==> src/rtl/lsu_subword.sv <==
// Load/store unit in front of a word-addressed data memory without byte enables.
// Sub-word loads are extended here; SB/SH become a read-modify-write of the full word.
// Build option: define LSU_MISALIGN_TRAP_EN to reject misaligned accesses with a
// misaligned pulse instead of silently aligning the address.
module lsu_subword #(
  parameter int DEPTH_WORDS = 32
) (
  input  logic        clk,
  input  logic        rst,
  input  logic        req_valid,
  output logic        req_ready,
  input  logic        is_load,
  input  logic        is_store,
  input  logic [2:0]  funct3,
  input  logic [31:0] addr,
  input  logic [31:0] store_data,
  output logic [31:0] load_data,
  output logic        done,
  output logic        misaligned,
  output logic [31:0] mem_address,
  output logic        mem_read,
  output logic        mem_write,
  output logic [31:0] mem_write_data,
  input  logic [31:0] mem_read_data
);

  typedef enum logic [2:0] {
    S_IDLE,
    S_LOAD,
    S_READ,
    S_WRITE,
    S_DONE
  } state_t;

  localparam logic [29:0] DEPTH_IDX = 30'(DEPTH_WORDS);

  state_t      state;
  logic [31:0] addr_q;
  logic [2:0]  funct3_q;
  logic [31:0] store_data_q;

  logic        legal_load;
  logic        legal_store;
  logic [31:0] addr_accept;
  logic        in_range;
  logic [7:0]  lane_byte;
  logic [15:0] lane_half;
  logic [31:0] load_ext;
  logic [31:0] merged;

  // Request decode, evaluated on the live inputs at acceptance.
  always_comb begin
    legal_load  = is_load && !is_store &&
                  (funct3 == 3'b000 || funct3 == 3'b001 || funct3 == 3'b010 ||
                   funct3 == 3'b100 || funct3 == 3'b101);
    legal_store = is_store && !is_load &&
                  (funct3 == 3'b000 || funct3 == 3'b001 || funct3 == 3'b010);
  end

`ifdef LSU_MISALIGN_TRAP_EN
  logic misalign_req;
  logic misaligned_q;

  assign misalign_req = (funct3[1:0] == 2'b01 && addr[0]) ||
                        (funct3[1:0] == 2'b10 && addr[1:0] != 2'b00);
  assign addr_accept  = addr;
  assign misaligned   = misaligned_q;
`else
  // NOTE: every variable assigned in always_comb gets a default first, so no path
  // through the block leaves it unassigned and no latch is inferred.
  always_comb begin
    addr_accept = addr;
    case (funct3[1:0])
      2'b01:   addr_accept[0]   = 1'b0;
      2'b10:   addr_accept[1:0] = 2'b00;
      default: ;
    endcase
  end
  assign misaligned = 1'b0;
`endif

  assign in_range    = addr_q[31:2] < DEPTH_IDX;
  assign mem_address = {2'b00, addr_q[31:2]};
  assign req_ready   = (state == S_IDLE);

  // Strobes decode straight from state so rst can kill them in the same cycle.
  assign mem_read  = !rst && in_range && (state == S_LOAD || state == S_READ);
  assign mem_write = !rst && in_range && (state == S_WRITE);

  always_comb begin
    lane_byte = mem_read_data[{addr_q[1:0], 3'b000} +: 8];
    lane_half = addr_q[1] ? mem_read_data[31:16] : mem_read_data[15:0];
    case (funct3_q)
      3'b000:  load_ext = {{24{lane_byte[7]}}, lane_byte};
      3'b100:  load_ext = {24'h0, lane_byte};
      3'b001:  load_ext = {{16{lane_half[15]}}, lane_half};
      3'b101:  load_ext = {16'h0, lane_half};
      default: load_ext = mem_read_data;
    endcase
  end

  // Old word with the addressed byte or halfword lane replaced.
  always_comb begin
    merged = mem_read_data;
    if (funct3_q[1:0] == 2'b00) begin
      merged[{addr_q[1:0], 3'b000} +: 8] = store_data_q[7:0];
    end else if (addr_q[1]) begin
      merged[31:16] = store_data_q[15:0];
    end else begin
      merged[15:0] = store_data_q[15:0];
    end
  end

  // NOTE: sequential state uses non-blocking assignments only, so every flop
  // samples the pre-edge values regardless of statement order.
  always_ff @(posedge clk) begin
    if (rst) begin
      state          <= S_IDLE;
      addr_q         <= '0;
      funct3_q       <= '0;
      store_data_q   <= '0;
      load_data      <= '0;
      mem_write_data <= '0;
      done           <= 1'b0;
`ifdef LSU_MISALIGN_TRAP_EN
      misaligned_q   <= 1'b0;
`endif
    end else begin
      done <= 1'b0;
`ifdef LSU_MISALIGN_TRAP_EN
      misaligned_q <= 1'b0;
`endif
      unique case (state)
        S_IDLE: begin
          if (req_valid) begin
            addr_q       <= addr_accept;
            funct3_q     <= funct3;
            store_data_q <= store_data;
            if (!(legal_load || legal_store)) begin
              state <= S_DONE;
              done  <= 1'b1;
`ifdef LSU_MISALIGN_TRAP_EN
            end else if (misalign_req) begin
              state        <= S_DONE;
              done         <= 1'b1;
              misaligned_q <= 1'b1;
`endif
            end else if (legal_load) begin
              state <= S_LOAD;
            end else if (funct3[1:0] == 2'b10) begin
              state          <= S_WRITE;
              mem_write_data <= store_data;
            end else begin
              state <= S_READ;
            end
          end
        end
        S_LOAD: begin
          load_data <= in_range ? load_ext : '0;
          state     <= S_DONE;
          done      <= 1'b1;
        end
        S_READ: begin
          mem_write_data <= merged;
          state          <= S_WRITE;
        end
        S_WRITE: begin
          state <= S_DONE;
          done  <= 1'b1;
        end
        S_DONE:  state <= S_IDLE;
        default: state <= S_IDLE;
      endcase
    end
  end

endmodule

==> config.mk <==
export PLATFORM = sky130hd
export DESIGN_NAME = lsu_subword
export DESIGN_NICKNAME = d
export VERILOG_FILES = /design/src/rtl/lsu_subword.sv
export SDC_FILE = /design/constraint.sdc
export NUM_CORES = 1
export LEC_CHECK = 0
export ABC_AREA = 0
export ABC_CLOCK_PERIOD_IN_PS = 2800
export CAP_MARGIN = 20
export CORE_ASPECT_RATIO = 0.75
export CORE_UTILIZATION = 48
export CTS_BUF_LIST = sky130_fd_sc_hd__clkbuf_8
export DETAILED_ROUTE_END_ITERATION = 12
export GPL_TIMING_DRIVEN = 0
export PLACE_DENSITY_LB_ADDON = 0.3
export RECOVER_POWER = 50
export REMOVE_ABC_BUFFERS = 1
export SETUP_SLACK_MARGIN = 0.05
export SYNTH_ARGS = -nofsm -noshare
export SYNTH_HDL_FRONTEND = slang
export SYNTH_SLANG_ARGS = --single-unit
==> constraint.sdc <==
create_clock -name clk -period 2.8 [get_ports clk]
set_input_delay 0.42 -clock clk [delete_from_list [all_inputs] [get_ports clk]]
set_output_delay 0.42 -clock clk [all_outputs]
set_load 0.05 [all_outputs]
==> flow_summary.ini, run 1 <==
[global_routing]
grt-ovfl-total = 0
grt_pass1_wl_um = 30600
antenna_found_initial = 0
grt_start_max_net_pins = 91
grt_usage = 0.287
grt_pass1_vias = 5751

[power]
p_int_w = 0.00322
ir_drop_mv = 0.329
power_frac_comb = 0.223
p_switching_w = 0.00140
p_clk_frac = 0.379
p_seq_frac = 0.398
pwr_density_cell_nw_per_um2 = 533
p_leak_nw = 3.13
p_sw_frac = 0.303

[floorplanning]
fp.dieArea_um2 = 13700
die_width_um = 135
start_util = 0.491
coreArea_um2 = 13000
dieHeight_um = 102
rows = 36
ioPinCount = 205

[layout]
final_core_util = 0.669
layout-drive-gt1-share = 0.0763
syn2layout_area_growth_pct = 36.2
fin_nets = 1017
diodes = 0

[setup_path]
crit_arrival_ns = 2.93
crit_path_end_kind = register
critical_path_class = input port to register
start_kind = input port
path_max_fanout = 33
worstPathRequired_ns = 3.07

[synth]
syn_avg_cell_area_um2 = 8.22
synth_area_leaders = dfxtp_1 37%, nand2_1 9.6%, a21oi_1 8.6%
postSynthCellCount = 775
synth-seq-cells = 119
synth_ff_type = dfxtp_1
syn_area_um2 = 6370
async_reset_ff_frac = 0
synth_edf_count = 0
synth_most_common_cell = nand2_1
yosysWarnings = 0
ys_top_cells_by_count = 163 x nand2_1, 119 x dfxtp_1, 110 x a21oi_1, 47 x clkbuf_1, 40 x mux2i_1
ys_types = 51
synth_seq_area_share = 0.374
yosys.area.top_type_share = 0.374
synth_top_cell_by_area = dfxtp_1

[status]
status = complete, no violations

[clock_network]
cts_buffers = 17
clockBufferDepth = 2
clkTransAtPathRegs_ns = 0.07
cts.sinks = 119
cts_tree = yes
cts_max_level = 4
hold_buffers = 0
root_buffer = clkbuf_8
insertion_delay_ns = 0.44

[routing]
wl_per_cell_um = 17.9
viasPerCell = 5.78
vias = 6293
detail-route-antenna-nets = 0
drc_errors = 0
drt_wl_total_um = 19500
drtIter0Drc = 679
drtPass1Iterations = 6

[sta]
final_hold_viol_count = 0
finalSetupTns_ns = 0
rsz0062_at_grt = false
slew_headroom = 0.306
max_freq_mhz = 377
worst_pin_slew_ns = 1.04
timing.final.ws_setup_ns = 0.146
drv_slew = 0
finClkSkew_ns = 0.0109
setup_viol = 0
period_minus_slack_ns = 2.65
whs_ns = 0.450
fin_crit_sh = 0.948

[flow_run]
maxCapViolCount = 0

[placed_design]
dpl.hpwl_um = 13700
dp_worst_setup_slack_ns = -0.548
io_buffers = 201
gp_congestion = 0.839

[hold_path]
hold_class = register to register
## critical path: stages
cell and delay, ns:
dlygate4sd3_1 0.57, inv_1 0.10, ha_1 0.19, a21o_2 0.58, and2_1 0.68, buf_8 0.25
a311oi_1 0.11
## power groups by stage
stage               logic [W]  clock network [W]  registers (W)
floorplan            0.000414                  0        0.00204
global placement     0.000970                  0        0.00189
detailed placement    0.00102                  0        0.00188
CTS                   0.00103            0.00177        0.00184
global route          0.00111            0.00187        0.00185
finish                0.00103            0.00175        0.00184
## cells in the final DEF (no fill, tap or decap), types with 6 or more instances in the layout
cell type / netlist / layout
a211o_1: 32 / 32
a21o_1: 8 / 7
a21oi_1: 110 / 110
a221oi_1: 39 / 39
a22o_1: 6 / 6
a311oi_1: 32 / 32
clkbuf_8: 0 / 20
clkdlybuf4s50_1: 0 / 167
dfxtp_1: 119 / 116
dlygate4sd3_1: 0 / 31
ha_1: 8 / 8
inv_1: 10 / 11
mux2i_1: 40 / 40
nand2_1: 163 / 161
nor2_1: 10 / 9
nor2b_1: 10 / 10
nor3_1: 9 / 9
nor4_1: 9 / 6
o21ai_0: 16 / 24
## final cells by class
type / instances / area [um2]
fillers: 1130 / 4290
multi-input cells: 544 / 3410
clock inverters: 12 / 175
well taps: 171 / 214
clock buffers: 20 / 275
repair buffers: 212 / 2180
inverters: 11 / 42.5
flip-flops and latches: 119 / 2390
## path summary, 6_finish.rpt
path | startpoint | to | cells after the start | slack (ns)
hold reg to reg | load_data[28] | load_data[28] | 2 | 0.45
setup reg to reg | addr_q[0] | mem_write_data[27] | 7 | 0.28
hold / removal | load_data[28] | load_data[28] | 2 | 0.45
setup / recovery | funct3[0] | mem_write_data[21] | 7 | 0.15
## repair_timing
action,CTS,global route
resized for setup,14,8
pin swaps,1,1
hold endpoints to repair,0,0
endpoints found under the setup margin,24,24
setup buffers,1,1
## cells by family (layout without fill, tap and decap cells)
| family | Yosys count | count (layout) | share of synthesized area |
|---|---|---|---|
| compound gates | 263 | 263 | 0.289 |
| simple gates | 226 | 226 | 0.157 |
| flops | 119 | 119 | 0.374 |
| buf+inv | 114 | 255 | 0.0927 |
| mux | 42 | 42 | 0.0687 |
| fa+ha+maj | 8 | 8 | 0.0157 |
| xor+xnor | 2 | 2 | 0.00275 |
| other cells | 1 | 3 | 0.000588 |
## stage by stage
stage	cells	cell area [um2]	total power [W]
global route	1089	8680	0.00483
global placement	1046	8060	0.00286
detailed placement	1055	8230	0.00290
CTS	1088	8700	0.00465
finish	1089	8680	0.00463
floorplan	674	5830	0.00245
## registers in the layout (all words and copies together) (netlist names)
signal,flops
load_data,32
done,1
funct3_q,3
addr_q,32
state,3
store_data_q,16
mem_write_data,32
## routing by layer
layer | vias up | global-route usage | part of all wire
li1 | 3063 | - | -
met1 | 2955 | 0.403 | 0.46
met2 | 246 | 0.437 | 0.45
met3 | 29 | 0.0581 | 0.082
met4 | 0 | 0.0959 | 0.017
met5 | - | 0 | 0
Power figures use the tool's default switching activity.
==> inputs of run 2 (changes only) <==
--- a/config.mk
+++ b/config.mk
@@ -17,6 +17,7 @@
 export RECOVER_POWER = 50
 export REMOVE_ABC_BUFFERS = 1
 export SETUP_SLACK_MARGIN = 0.05
+export SKIP_LAST_GASP = 1
 export SYNTH_ARGS = -nofsm -noshare
 export SYNTH_HDL_FRONTEND = slang
 export SYNTH_SLANG_ARGS = --single-unit
==> run 2 against run 1 <==
Hold slack hardly changed. Final area about the same. Sequential cell count unchanged. Fmax decreased by 2.0%. Sequential power hardly changed. Clock-buffer cell count is the same.
==> flow_summary.ini, run 2 (same netlist as run 1, synthesis figures left out) <==
[global_routing]
antenna_found_initial = 0
grt_pass1_vias = 5751
grt_pass1_wl_um = 30600
grt_usage = 0.287
grt-ovfl-total = 0
grt_start_max_net_pins = 91

[layout]
fin_cells = 1089
fin_area_um2 = 8680
biggestRegsByFlops = addr_q (32), load_data (32), mem_write_data (32)
mostFrequentLayoutCell = clkdlybuf4s50_1
diodes = 0
layout_common_cells = 166 x clkdlybuf4s50_1, 161 x nand2_1, 116 x dfxtp_1
layout-drive-gt1-share = 0.0730
final_core_util = 0.669
fin_nets = 1017
syn2layout_area_growth_pct = 36.1

[sta]
rsz0062_at_grt = true
final_hold_viol_count = 0
drv_slew = 0
finClkSkew_ns = 0.0110
worst_pin_slew_ns = 1.02
setup_viol = 0
period_minus_slack_ns = 2.71
fin_crit_sh = 0.967
slew_headroom = 0.317
max_freq_mhz = 369

[routing]
drtIter0Drc = 706
vias = 6322
drtPass1Iterations = 6
viasPerCell = 5.81
wl_per_cell_um = 17.9
drt_wl_total_um = 19500
detail-route-antenna-nets = 0
drc_errors = 0

[floorplanning]
coreArea_um2 = 13000
rows = 36
dieHeight_um = 102
ioPinCount = 205
start_util = 0.491
die_width_um = 135
fp.dieArea_um2 = 13700

[placed_design]
dp_cells = 1055
io_buffers = 201
placed_area_um2 = 8230
dpl.hpwl_um = 13700
gp_congestion = 0.839

[setup_path]
critical_path_buf_inv_count = 1
critical_path_class = register to primary output
crit_slowest_cell = nor4_2
path_max_fanout = 3
max_stage_delay_ns = 0.39
crit_family = simple AND/OR/NAND/NOR gates
worstPathRequired_ns = 2.38
crit_path_end_kind = primary output
crit_arrival_ns = 2.29
start_kind = register
cp_cell_sequence = nor4_2 -> nand3_1 -> or2_2 -> nor4_1 -> buf_2

[power]
ir_drop_mv = 0.328
pwr_density_cell_nw_per_um2 = 534
fin_total_pwr_w = 0.00463
p_leak_nw = 3.13

[clock_network]
cts.sinks = 119
cts_tree = yes
clkTransAtPathRegs_ns = 0.07
insertion_delay_ns = 0.44
cts_max_level = 4
root_buffer = clkbuf_8
clockBufferDepth = 2
cts_buffers = 17

[status]
status = complete, no violations

[flow_run]
maxCapViolCount = 0

[hold_path]
hold_class = register to register
==> run 2: power by group <==
| part | switching (W) | internal, W |
|---|---|---|
| sequential | 0.0000793 | 0.00176 |
| combinational | 0.000610 | 0.000422 |
| clock | 0.000719 | 0.00104 |
==> run 2: layout make-up <==
cell class,instances,area (um2)
fillers,1133,4300
multi-input cells,544,3410
flip-flops and latches,119,2390
repair buffers,212,2170
clock buffers,20,275
well taps,171,214
clock inverters,12,175
inverters,11,42.5
==> run 2: worst min-delay path, cell delays in order, from the launching register on <==
cell     delay, ns
dfxtp_1       0.32
nand2_1       0.04
o21ai_0       0.05
==> run 2: layer usage <==
layer | wire length (um) | GRT usage | up-vias
li1 | - | - | 3063
met1 | 8970 | 0.403 | 2981
met2 | 8750 | 0.437 | 251
met3 | 1480 | 0.0581 | 27
met4 | 316 | 0.0959 | 0
met5 | 0 | 0 | -
==> run 2: final timing paths <==
check / start / to / slack, ns / cells after the start
hold reg to reg: load_data[28] / load_data[28] / 0.45 / 2
hold / removal: load_data[28] / load_data[28] / 0.45 / 2
setup / recovery: addr_q[15] / mem_read / 0.09 / 5
setup reg to reg: addr_q[0] / mem_write_data[27] / 0.29 / 7
==> run 2: what timing repair did <==
action / 4_1_cts / 5_1_grt
hold buffers: 0 / 0
gates resized for setup: 14 / 4
buffers inserted: 1 / 1
pin swaps: 1 / 0
cloned: 0 / 0
endpoints found under the setup margin: 24 / 24
==> run 2: per-stage QoR <==
stage               hold slack, ns  TNS (ns)  setup slack (ns)
floorplan                    0.442    -43.73             -1.09
detailed placement           0.445    -14.33            -0.548
global placement             0.432   -175.15             -2.46
CTS                          0.459         0            0.0362
finish                       0.450         0            0.0914
global route                 0.474   -0.0263           -0.0263
